--- src/rtl/bcdbin8.sv ---
// 3-digit packed BCD (0..255) to 8-bit binary converter using a serial
// shift-right / subtract-3 algorithm; out-of-range operands saturate to 8'hFF.
module bcdbin8 (
    input  logic       clk,
    input  logic       rst_n,
    input  logic       start,
    input  logic [9:0] bcd,
    output logic [7:0] bin,
    output logic       busy,
    output logic       done,
    output logic       err
);

    typedef enum logic {
        IDLE = 1'b0,
        CONV = 1'b1
    } state_t;

    state_t      state_r, state_s;
    logic [17:0] w_r, w_s, shifted_s;
    logic [2:0]  cnt_r, cnt_s;
    logic        bad_r, bad_s;
    logic [7:0]  bin_r, bin_s;
    logic        busy_r, busy_s;
    logic        done_r, done_s;
    logic        err_r, err_s;

    // Digit correction after a right shift: a nibble that received the
    // weight-8 bit from the digit above must lose 3 (8 -> 5), without borrow.
    function automatic logic [3:0] sub3(input logic [3:0] n);
        sub3 = (n >= 4'd8) ? (n - 4'd3) : n;
    endfunction

    // True for malformed digits or values above 255.
    function automatic logic bcd_bad(input logic [9:0] v);
        logic [1:0] h;
        logic [3:0] t;
        logic [3:0] o;
        h = v[9:8];
        t = v[7:4];
        o = v[3:0];
        bcd_bad = (o > 4'd9) || (t > 4'd9) || (h == 2'd3) ||
                  ((h == 2'd2) && (t > 4'd5)) ||
                  ((h == 2'd2) && (t == 4'd5) && (o > 4'd5));
    endfunction

    // Next-state and datapath logic.
    always_comb begin
        state_s   = state_r;
        w_s       = w_r;
        cnt_s     = cnt_r;
        bad_s     = bad_r;
        bin_s     = bin_r;
        busy_s    = busy_r;
        done_s    = 1'b0;
        err_s     = err_r;
        shifted_s = {1'b0, w_r[17:1]};
        case (state_r)
            IDLE: begin
                if (start && !busy_r) begin
                    w_s     = {bcd, 8'h00};
                    cnt_s   = 3'd0;
                    bad_s   = bcd_bad(bcd);
                    busy_s  = 1'b1;
                    state_s = CONV;
                end else begin
                    state_s = IDLE;
                end
            end
            CONV: begin
                w_s = {shifted_s[17:16], sub3(shifted_s[15:12]),
                       sub3(shifted_s[11:8]), shifted_s[7:0]};
                if (cnt_r == 3'd7) begin
                    bin_s   = bad_r ? 8'hFF : w_s[7:0];
                    err_s   = bad_r;
                    done_s  = 1'b1;
                    busy_s  = 1'b0;
                    cnt_s   = 3'd0;
                    state_s = IDLE;
                end else begin
                    cnt_s = cnt_r + 3'd1;
                end
            end
            default: begin
                state_s = IDLE;
                busy_s  = 1'b0;
                cnt_s   = 3'd0;
            end
        endcase
    end

    // State and output registers.
    always_ff @(posedge clk or negedge rst_n) begin
        if (!rst_n) begin
            state_r <= IDLE;
            w_r     <= 18'd0;
            cnt_r   <= 3'd0;
            bad_r   <= 1'b0;
            bin_r   <= 8'h00;
            busy_r  <= 1'b0;
            done_r  <= 1'b0;
            err_r   <= 1'b0;
        end else begin
            state_r <= state_s;
            w_r     <= w_s;
            cnt_r   <= cnt_s;
            bad_r   <= bad_s;
            bin_r   <= bin_s;
            busy_r  <= busy_s;
            done_r  <= done_s;
            err_r   <= err_s;
        end
    end

    assign bin  = bin_r;
    assign busy = busy_r;
    assign done = done_r;
    assign err  = err_r;

endmodule

--- config.mk ---
export PLATFORM = sky130hd
export DESIGN_NAME = bcdbin8
export DESIGN_NICKNAME = d
export VERILOG_FILES = /design/src/rtl/bcdbin8.sv
export SDC_FILE = /design/constraint.sdc
export NUM_CORES = 1
export LEC_CHECK = 0
export ABC_AREA = 1
export CAP_MARGIN = 10
export CORE_MARGIN = 8
export CORE_UTILIZATION = 52
export DETAILED_ROUTE_END_ITERATION = 12
export MAX_ROUTING_LAYER = met4
export PLACE_DENSITY = 0.87
export SETUP_SLACK_MARGIN = 0.15
export SYNTH_ARGS = -nofsm -noshare
export SYNTH_HDL_FRONTEND = slang
export SYNTH_SLANG_ARGS = --single-unit
--- constraint.sdc ---
create_clock -name clk -period 1.79 [get_ports clk]
set_clock_uncertainty 0.05 [all_clocks]
set_input_delay 0.358 -clock clk [delete_from_list [all_inputs] [get_ports clk]]
set_output_delay 0.358 -clock clk [all_outputs]
set_load 0.005 [all_outputs]
### Word-level counts from Yosys, hierarchy flattened

Cells that the tools add are included.

* output and inout port bits: 11
* input port bits: 13
* logic and storage cells: 52
* flip-flop bits (word level): 34

* multiplexer cells: 16
* magnitude comparators: 6
* equal/unequal tests: 6
* bitwise operators: 1
* reduce and logical (&&, ||, !) cells: 12
* $add $sub $neg: 3

Operator list (number)
* case mux 18 bit (2 select lines): 1
* two-way mux 18 bit: 1
* >= comparator 4 bit, second input constant: 2
* > comparator 4 x 3 -> 1 bit, second input constant: 2
* > comparator 4 bit, second input constant: 2
* two-way mux 4 bit: 2
* two-way mux 8 bit: 1
* subtractor 4 x 2 -> 4 bit, second input constant: 2
* two-way mux 1 bit: 6
* two-way mux 3 bit: 2
* case mux 3 bit (2 select lines): 1
* AND reduction 2 bit: 3
* equality test 2 bit, second input constant: 2
* equality test 4 x 3 -> 1 bit, second input constant: 1
* logical AND 1 bit: 4
* logical OR 1 bit: 4
* case mux 1 bit (2 select lines): 2
* adder 3 x 1 -> 3 bit, second input constant: 1
* equality test 3 bit, second input constant: 1
* inequality test 2 x 1 -> 1 bit, second input constant: 1
* inequality test 2 bit, second input constant: 1
* zero test 1 bit: 1
* NOT 1 bit: 1

### Depth between registers and ports, before layout

Gate-level depths: netlist (run 1).

* depth in word-level cells: 5
* mapped depth: 7
* gate-level depth less buffers: 6

### Worst setup path before layout (run 1)

Ideal clock, no wire load.

* path type: reg-to-reg
* start point: register cnt_r[0]
* end point: register bin_r[2], in the netlist bin[2]
* data required time: 1.605 ns
* cell stages (with the launch flop): 8
* slack: 0.453 ns
* arrival: 1.152 ns
* setup time: 0.135 ns
* buffers on the path: 1
* period minus slack after synthesis: 1.337 ns
* cells stage by stage: dfrtp_1 -> ha_1 -> ha_1 -> nand2_4 -> inv_2 -> buf_6 -> nor2_1 -> a21oi_1

* word-level cells in the longest chain between the ends: 2

RTL lines
* start: declaration: line 21 `logic [2:0] cnt_r, cnt_s;`
* start signal: assignment: line 106 `cnt_r <= cnt_s;`
* equality test 3 bit: line 73 `if (cnt_r == 3'd7) begin`
* AND reduction 2 bit (no source line)
* end signal: assignment: line 108 `bin_r <= bin_s;`
* end: declaration: line 23 `logic [7:0] bin_r, bin_s;`

No other way between the ends.
A chain may end at the register's enable or synchronous reset.

### Worst setup path after layout (run 1)

* start point: register done_r, in the netlist done
* end point: output port done

RTL lines
* start: declaration: line 25 `logic done_r, done_s;`
* start signal: assignment: line 110 `done_r <= done_s;`
* end: declaration: line 10 `output logic done,`

No word-level cell between the ends.

==> impl_results.md, run 1 <==
- Distinct cells, synth: 23
- Syn_nets: ~180
- Post-DP HPWL: ~2300 microns
- Width of the die: between 70 and 80 microns
- Status: complete, no violations
- Kind of critical path: reg2out
- Worst-path clk slew: around 0.1 ns
- Count of final setup violators: 0
- CP max FO: 1
- Max Slew Vio Count: 0
- Power per cell area: approximately 1600 nW/um^2
- Mapped Cells: roughly 160
- Prevailing post-synth register cell: dfrtp_1
- Overall Power: slightly above 3 mW
- Area grow syn2layout: 25.5%
- Drt initial violations: 80
- Die height: a little over 70 microns
- Ports: 24
- N_diodes: 0
- Initial Util: a little over half
- Final hold vios: 0
- TritonCTS buffer count: 5
- Min-Delay Path Class: in2async
- Vias per cell: 5.55
- Initial antenna violation count: 0
- Share of cells above drive strength 1: 14.4%
- Max incr delay on CP: between 0.4 and 0.5 ns
- Max Fclk: between 0.6 and 0.7 GHz
- Number of global-route vias before repair: about 1200
- Vias: 1265
- Clk_lat worst skew: 0.33 ns
- GRT Total Usage: about 14%
- Row cnt: 20
- Crit path time final: 1.57 ns
- Global-route wire length before repair: around 5400 microns
- Worst Max-Slew Pin Slew: about 0.47 ns
- Routability congestion estimate: 0.762
- Slowest CP cell: clkdlybuf4s50_1
- CP bufs+invs: 1
- VDD IR max: approximately 0.75 mV
- P_int: approximately 2.0 mW
- Sw frac: a little over a third
- Wire per inst: 14.5 microns
- Combinational power share: 40.5%
- Startpoint Class: flip-flop
- Relative max-transition margin: between 60% and 70%
- Crit. End Element: primary output
- DRC: 0
- Total Die Area: between 4000 and 5000 sq um
- Max-Cap Viols: 0
- Seq/Total Area, Yosys: a little over half
- CP cell instances: clkdlybuf4s50_1
- GRT Residual Overflow: 0
- CTS tree: done
- Finished Core Util: 66.0%
- Final net count: ~210
- CTS root buffer: clkbuf_4
- Antenna Nets Post-Route: 0
- FF+latch count, synth: 33
- Static leakage: approximately 0.95 nW
- Mapped cell area: between 1500 and 2000 sq um
- FILL cells: approximately 260
- RSZ-0062 raised after global routing: false
- Clock network power share: a little under a fifth
- Synth async-reset ratio: 100%
- Clock sink count: 33
- Largest net degree at the start of global routing: 34
- Ys Warns: 0
- Core footprint: around 3000 sq um
- Longest Clk Path Bufs: 2
- Required @ worst endpoint: around 1.4 ns
- EDFF count, synth: 0
- Sequential Power Share: 40.3%
- CP arrival: 1.16 ns
- Fin Setup TNS: 0 ns
- H-Tree Depth: 2
- CP delay by family, top: buffers and inverters
- Total wire length: between 3000 and 4000 microns
- Number of I/O port buffers: 23
- Syn_area_per_cell: 9.77 sq um
- Hold Buf Count CTS: 0
- Worst hold slack: roughly 0.35 ns
- Fin crit share: between 80% and 90%
- DR pass1 iterations: 4
- Psw: roughly 1.1 mW
==> power groups by stage <==
stage / Combinational, mW / Clock [mW] / Sequential [mW]
2_1_floorplan: 0.779 / 0 / 1.19
3_3_place_gp: 1.07 / 0 / 1.22
3_5_place_dp: 1.12 / 0 / 1.24
4_1_cts: 1.15 / 0.590 / 1.22
5_1_grt: 1.37 / 0.624 / 1.26
6_report: 1.23 / 0.580 / 1.22
==> state kept, by name, indices dropped and copies added, names as in the netlist <==
signal / cells
w_r: 17
bin: 8
cnt_r: 3
bad_r: 1
busy: 1
done: 1
err: 1
state_r: 1
==> cell families (layout without fill, tap and decap cells) <==
family / after synthesis / in the layout / share of synthesized area (%)
AOI/OAI and AO/OA: 44 / 44 / 18.4
buffers and inverters: 29 / 65 / 9.67
adders and majority gates: 6 / 6 / 4.83
and+or+nand+nor: 47 / 47 / 13.9
DFF: 33 / 33 / 53.2
==> synth_stat cells, types with 2 or more instances <==
library cell   n  area share, %
dfrtp_1       33             53
inv_1         21            5.1
nand2_1       21            5.1
nor2_1        16            3.9
a21oi_1       13            4.2
o21ai_0       11            3.5
o22ai_1        7            2.8
ha_1           6            4.8
nand3_1        5            1.6
buf_6          3            2.2
inv_2          3           0.73
o211ai_1       3            1.5
o211ai_2       3            2.4
o221ai_1       3            1.7
a22o_1         2            1.1
nand2_4        2            1.5
==> cell usage in the layout, fill, tap and decap left out <==
cell type / n
o21ai_1: 1
inv_8: 1
clkbuf_8: 1
dlymetal6s2s_1: 9
nand2_4: 2
a21oi_1: 13
bufinv_16: 1
nand3_1: 5
o21ai_0: 11
buf_4: 9
ha_1: 6
o22ai_1: 7
o31ai_2: 1
inv_1: 21
clkbuf_4: 5
nand3_4: 1
nor2_2: 1
clkdlybuf4s50_1: 13
a22o_1: 2
o211ai_1: 3
nand4_1: 1
nor2_1: 16
dfrtp_1: 33
clkbuf_1: 1
inv_2: 3
o221ai_1: 3
o211ai_2: 3
dlygate4sd2_1: 1
nand2_1: 21
==> layer usage <==
layer  wire length [microns]  share of wire (%)  GRT usage, %  vias up
met5                       0                  0             -        -
met4                      72                2.2          7.16        0
met3                     261                7.9          5.65        9
met2                    1640                 50          23.2       56
met1                    1330                 40          14.1      593
li1                        -                  -             -      607
==> worst reg2reg max path, cell delays in order, from the launching register on <==
cell and delay (ns):
dfrtp_1 0.41, ha_1 0.17, ha_1 0.22, nand2_4 0.07, nor2_2 0.31, a21oi_1 0.13
==> path summary, 6_finish.rpt <==
| kind | depth (start not counted) | slack [ns] | to | from |
|---|---|---|---|---|
| min in group clk | 1 | 0.46 | cnt_r[0] | cnt_r[0] |
| setup reg to reg | 5 | 0.30 | bin[2] | cnt_r[0] |
| max in group asynchronous | 2 | 1.04 | w_r[8] | rst_n |
| hold / removal | 2 | 0.35 | err | rst_n |
| setup / recovery | 1 | 0.22 | done | done |
| hold reg to reg | 1 | 0.46 | cnt_r[0] | cnt_r[0] |
==> layout make-up <==
class,count,area (sq um),area share [%]
Clock buffer,7,55.1,2.82
Tap cell,33,41.3,2.12
Inverter,25,101,5.20
Sequential cell,33,826,42.4
Timing Repair Buffer,32,319,16.4
Multi-Input combinational cell,97,577,29.6
Clock inverter,1,30.0,1.54
==> per-stage QoR <==
stage | std cells | setup slack (ns) | area [sq um]
finish | 228 | 0.223 | 1950
global route | 228 | 0.169 | 1950
CTS | 221 | 0.158 | 1870
detailed placement | 212 | 0.157 | 1780
global placement | 212 | 0.207 | 1780
floorplan | 159 | 0.453 | 1550
==> timing repair <==
item | in CTS | in global routing
buffers inserted | 1 | 7
resized for setup | 1 | 9
setup endpoints to repair | 1 | 9
Power figures use the tool's default switching activity.
==> inputs of run 2 (changes only) <==
Settings changed: ABC_AREA 1 to default, CORE_UTILIZATION 52 to 53, GPL_ROUTABILITY_DRIVEN from default to 0, GPL_TIMING_DRIVEN from default to 0, PLACE_DENSITY 0.87 to 0.88.
==> impl_results.md, run 2 <==
- Status: complete, no violations
- GRT Residual Overflow: 0
- Slowest CP cell: dfrtp_1
- Synth async-reset ratio: 100%
- Mapped cell area: approximately 1600 sq um
- Sw frac: approximately 40%
- Clock network power share: between 10 and 15%
- N_diodes: 0
- Footprint of the multi-input gates: 701 sq um
- Count of final setup violators: 0
- CP cell instances: ha_1, ha_1, and2_4, buf_6, mux2_4
- Most frequent cells in the layout: dfrtp_1 (33), nand2_1 (32), nor2_1 (18), a21oi_1 (14), clkdlybuf4s50_1 (12)
- Post-DP Area: around 1900 sq um
- Top cells by area, synth: dfrtp_1 (51%), nand2_1 (7.4%), mux2i_1 (5.6%)
- Kind of critical path: reg2reg
- Global-route wire length before repair: between 5000 and 6000 microns
- Ys Warns: 0
- Post-Synth XOR/XNOR Area: around 2.2%
- Syn_area_per_cell: between 9 and 10 sq um
- Crit. End Element: flip-flop
- Number of global-route vias before repair: about 1300
- Syn_nets: around 190
- Min-Delay Path Class: in2async
- Cell taking the most area after synthesis: dfrtp_1
- Setup ws final: roughly 0.19 ns
- Prevailing post-synth register cell: dfrtp_1
- Width of the die: 71.3 microns
- Setup slack after placement: about 0.056 ns
- Most frequent cell after synthesis: dfrtp_1
- Longest Clk Path Bufs: 2
- RSZ-0062 raised after global routing: false
- Required @ worst endpoint: ~2.0 ns
- Max-Cap Viols: 0
- Synth Area in Simple Gates: between 10% and 20%
- FF+latch count, synth: 33
- FILL cells: 263
- Total Die Area: 5090 sq um
- Final net count: about 220
- Finished Core Util: roughly two thirds
- Number of I/O port buffers: 23
- Power per cell area: approximately 1500 nW/um^2
- Adder-cell share of the synthesized area: 4.63%
- Synth top cells by count: dfrtp_1 (33), nand2_1 (32), nor2_1 (18), a21oi_1 (14), o21ai_1 (11)
- Antenna Nets Post-Route: 0
- Compound-Gate Fraction of Synth Area: 13.7%
- Largest net degree at the start of global routing: 34
- Die height: between 70 and 80 microns
- P_int: 1.85 mW
- Reg area: 826 sq um
- GRT Total Usage: 14.9%
- Seq/Total Area, Yosys: approximately half
- Design area: slightly below 2000 sq um
- Hold Buf Count CTS: 0
- Worst Max-Slew Pin Slew: between 0.7 and 0.8 ns
- Top-area cell type share of the netlist area: 50.9%
- Mapped Cells: roughly 170
- Vias per cell: about 5.5
- Vias: 1279
- Worst-path clk slew: around 0.12 ns
- Wire per inst: between 10 and 15 microns
- Drt initial violations: between 50 and 60
- Sequential Power Share: between 40% and 50%
- Fin crit share: roughly nine tenths
- Max Slew Vio Count: 0
- Crit path time final: 1.60 ns
- Max incr delay on CP: 0.42 ns
- Post-placement cell count: 222
- Area grow syn2layout: 22.1%
- Cell mode on critical path: ha_1
- Top reg by flops: w_r
- Initial Util: around 54%
- Core footprint: 2980 sq um
- CP max FO: 10
- EDFF count, synth: 0
- Row cnt: 20
- Distinct cells, synth: 31
- CTS tree: done
- Post-route insts no fill: about 230
- Share of cells above drive strength 1: 12.4%
- Psw: between 1 and 1.5 mW
- TritonCTS buffer count: 5
- CTS root buffer: clkbuf_4
- Total wire length: ~3500 microns
- Final hold vios: 0
- Relative max-transition margin: between 50% and 60%
- Commonest non-fill, non-tap cell in the layout: dfrtp_1
- Largest register FFs: 17
- DR pass1 iterations: 4
- Post-DP HPWL: ~2400 microns
- Mux contribution to synthesized area: 6.48%
- Worst hold slack: between 0.0007 and 0.0008 ns
- Static leakage: between 0.8 and 0.9 nW
- Clock sink count: 33
- DRC: 0
- Max Fclk: around 0.62 GHz
- Ports: 24
- Largest family of logic cells by synthesized area: simple AND/OR/NAND/NOR gates
- Startpoint Class: flip-flop
- CP arrival: 1.78 ns
- Combinational power share: between 40 and 50%
- Initial antenna violation count: 0
- H-Tree Depth: 2
- Clk_lat worst skew: about 0.35 ns
- Overall Power: between 3 and 4 mW
- Worst-case reg-to-reg path depth: 5
- VDD IR max: 0.844 mV
- Fin Setup TNS: 0 ns
run 2: cell count changes in the layout (fill, tap and decap cells not counted), moves of 4 or more:
cell	change
inv_1	-16
mux2i_1	+9
nand3_1	-5
o21ai_1	+10
dlymetal6s2s_1	-4
nand2_1	+11
o21ai_0	-8
dlygate4sd2_1	+4
o22ai_1	-4
run 2: per-layer routing:
layer / global-route usage, % / vias up / wire length [microns]
li1: - / 623 / -
met2: 24.0 / 32 / 1720
met4: 6.24 / 0 / 48
met3: 5.72 / 4 / 189
met5: - / - / 0
met1: 16.0 / 620 / 1500
run 2: kinds of logic (layout without fill, tap and decap cells):
kind of cell / count (synthesis) / count (layout)
AO/OA/AOI/OAI: 37 / 37
AND/OR/NAND/NOR: 60 / 60
multiplexers: 10 / 10
adder cells (fa/ha/maj): 6 / 6
flip-flops: 33 / 33
buffers and inverters: 16 / 51
XOR/XNOR: 4 / 4
run 2: layout make-up:
type,count,area share (%)
sequential,33,41.7
multi-input combinational,117,35.4
timing repair buffer,27,13.2
buffer,10,3.54
tap,33,2.09
clock buffer,5,1.90
inverter,6,1.26
clock inverter,3,0.885
run 2: worst paths after layout:
check	startpoint	end	slack, ns
hold reg to reg	w_r[17]	w_r[16]	0.47
hold / removal	rst_n	w_r[4]	0.0007
setup reg to reg	cnt_r[0]	err	0.19
max in group asynchronous	rst_n	w_r[13]	1.23
setup / recovery	cnt_r[0]	err	0.19
min in group clk	w_r[17]	w_r[16]	0.47
run 2: worst max-delay path: cells and delay by family, from the launching register on:
kind          cells  cell delay [ns]
fa+ha+maj         2             0.43
flops             1             0.42
buf+inv           1             0.13
mux               1             0.29
simple gates      1             0.16
run 2: what timing repair did:
item | 4_1_cts | 5_1_grt
setup buffers | 3 | 1
gates resized for setup | 5 | 5
setup endpoints to repair | 7 | 5
run 2: power by group through the flow:
stage	Sequential, mW	Combinational [mW]	Clock [mW]
floorplan	1.26	0.862	0
global placement	1.27	1.26	0
detailed placement	1.29	1.33	0
CTS	1.27	1.36	0.433
global route	1.30	1.53	0.465
finish	1.27	1.35	0.419
==> inputs of run 3 (changes only) <==
Settings changed: REMOVE_ABC_BUFFERS from default to 1.
==> impl_results.md, run 3 (same netlist as run 2, synthesis figures left out) <==
- Status: complete, no violations
- Startpoint Class: flip-flop
- Post-route insts no fill: approximately 230
- Final hold vios: 0
- Share of cells above drive strength 1: between 10% and 20%
- Crit. End Element: primary output
- Area grow syn2layout: 20.8%
- Min-Delay Path Class: in2async
- H-Tree Depth: 2
- Top reg by flops: w_r
- GRT Total Usage: between 10 and 15%
- VDD IR max: between 0.6 and 0.7 mV
- Count of final setup violators: 0
- CTS root buffer: clkbuf_4
- RSZ-0062 raised after global routing: false
- Most frequent cells in the layout: nand2_1 (32), dfrtp_1 (32), nor2_1 (18), a21oi_1 (14), clkdlybuf4s50_1 (13)
- Max Fclk: ~0.64 GHz
- Global-route wire length before repair: 5550 microns
- Worst r2r src: cnt_r[0]
- Power per cell area: 1500 nW/um^2
- Die height: slightly above 70 microns
- First element of the critical path: done
- DR pass1 iterations: 4
- FF-to-FF End: err
- Worst Max-Slew Pin Slew: approximately 0.82 ns
- Design area: 1960 sq um
- Worst Setup EP: done
- Worst hold slack: 0.423 ns
- Crit path time final: roughly 1.6 ns
- Initial antenna violation count: 0
- CTS tree: done
- Required @ worst endpoint: between 1 and 1.5 ns
- Longest Clk Path Bufs: 2
- Drt initial violations: 48
- Finished Core Util: 65.8%
- Vias: 1254
- Hold Buf Count CTS: 0
- CP max FO: 1
- Fin Setup TNS: 0 ns
- Post-placement cell count: around 210
- Number of I/O port buffers: 23
- CP cell instances: clkdlybuf4s50_1
- Antenna Nets Post-Route: 0
- Max Slew Vio Count: 0
- Worst-case reg-to-reg path depth: 4
- Width of the die: 71.3 microns
- Max-Cap Viols: 0
- Wire per inst: 13.8 microns
- TritonCTS buffer count: 5
- Largest net degree at the start of global routing: 37
- DRC: 0
- Total Die Area: slightly above 5000 sq um
- Clock sink count: 33
- CP delay by family, top: buffers and inverters
- GRT Residual Overflow: 0
- CP arrival: between 1 and 1.5 ns
- N_diodes: 0
- Reg2reg setup slack: 0.25 ns
- Setup ws final: between 0.2 and 0.25 ns
- Core footprint: just under 3000 sq um
- Relative max-transition margin: about 45%
- WP depth: 1
- Largest register FFs: 17
- Worst-path clk slew: around 0.11 ns
- Final net count: about 210
- Max incr delay on CP: ~0.5 ns
- Fin crit share: a little under 90%
- Ports: 24
- Post-DP Area: 1850 sq um
- Row cnt: 20
- Kind of critical path: reg2out
- Vias per cell: about 5.5
- Static leakage: 0.864 nW
- Overall Power: around 3 mW
- Clk_lat worst skew: around 0.35 ns
- Post-DP HPWL: 2260 microns
- CP bufs+invs: 1
- Initial Util: between 50 and 60%
- Setup slack after placement: -0.212 ns
- Slowest CP cell: clkdlybuf4s50_1
- Total wire length: just over 3000 microns
- Number of global-route vias before repair: roughly 1300
run 3: cell count changes in the layout (fill, tap and decap cells not counted):
cell / change
dfrtp_4: +1
buf_6: -3
buf_1: -2
nor2b_4: +1
buf_2: -3
clkdlybuf4s50_1: +1
dfrtp_1: -1
buf_16: +1
nor2b_2: -1
clkbuf_1: -1
buf_4: -1
run 3: power by group:
group	leakage, nW	switching (mW)	internal [mW]
clock	0.0310	0.264	0.148
sequential	0.389	0.345	1.06
combinational	0.444	0.520	0.608
run 3: final cells by class:
type | count | area (sq um)
multi-input cells | 117 | 706
flip-flops and latches | 33 | 830
fillers | 243 | 1020
well taps | 33 | 41.3
repair buffers | 29 | 302
inverters | 6 | 25.0
clock inverters | 3 | 17.5
clock buffers | 5 | 37.5
run 3: routing by layer:
layer,global-route usage (%),wire length (microns)
met5,-,0
met1,13.6,1260
met4,6.00,53
met3,5.02,191
met2,24.1,1610
run 3: worst min-delay path by stage:
stage,startpoint,end,slack [ns],cells past startpoint
floorplan,rst_n,bad_r,0.01,0
global placement,w_r[17],w_r[16],0.42,2
detailed placement,w_r[17],w_r[16],0.44,2
CTS,rst_n,bin[4],0.44,1
global route,rst_n,bin[4],0.50,1
finish,rst_n,bin[4],0.42,1
run 3: what timing repair did:
item                                    4_1_cts  5_1_grt
buffers inserted                              4        1
endpoints found under the setup margin       18        9
resized for setup                             6        7
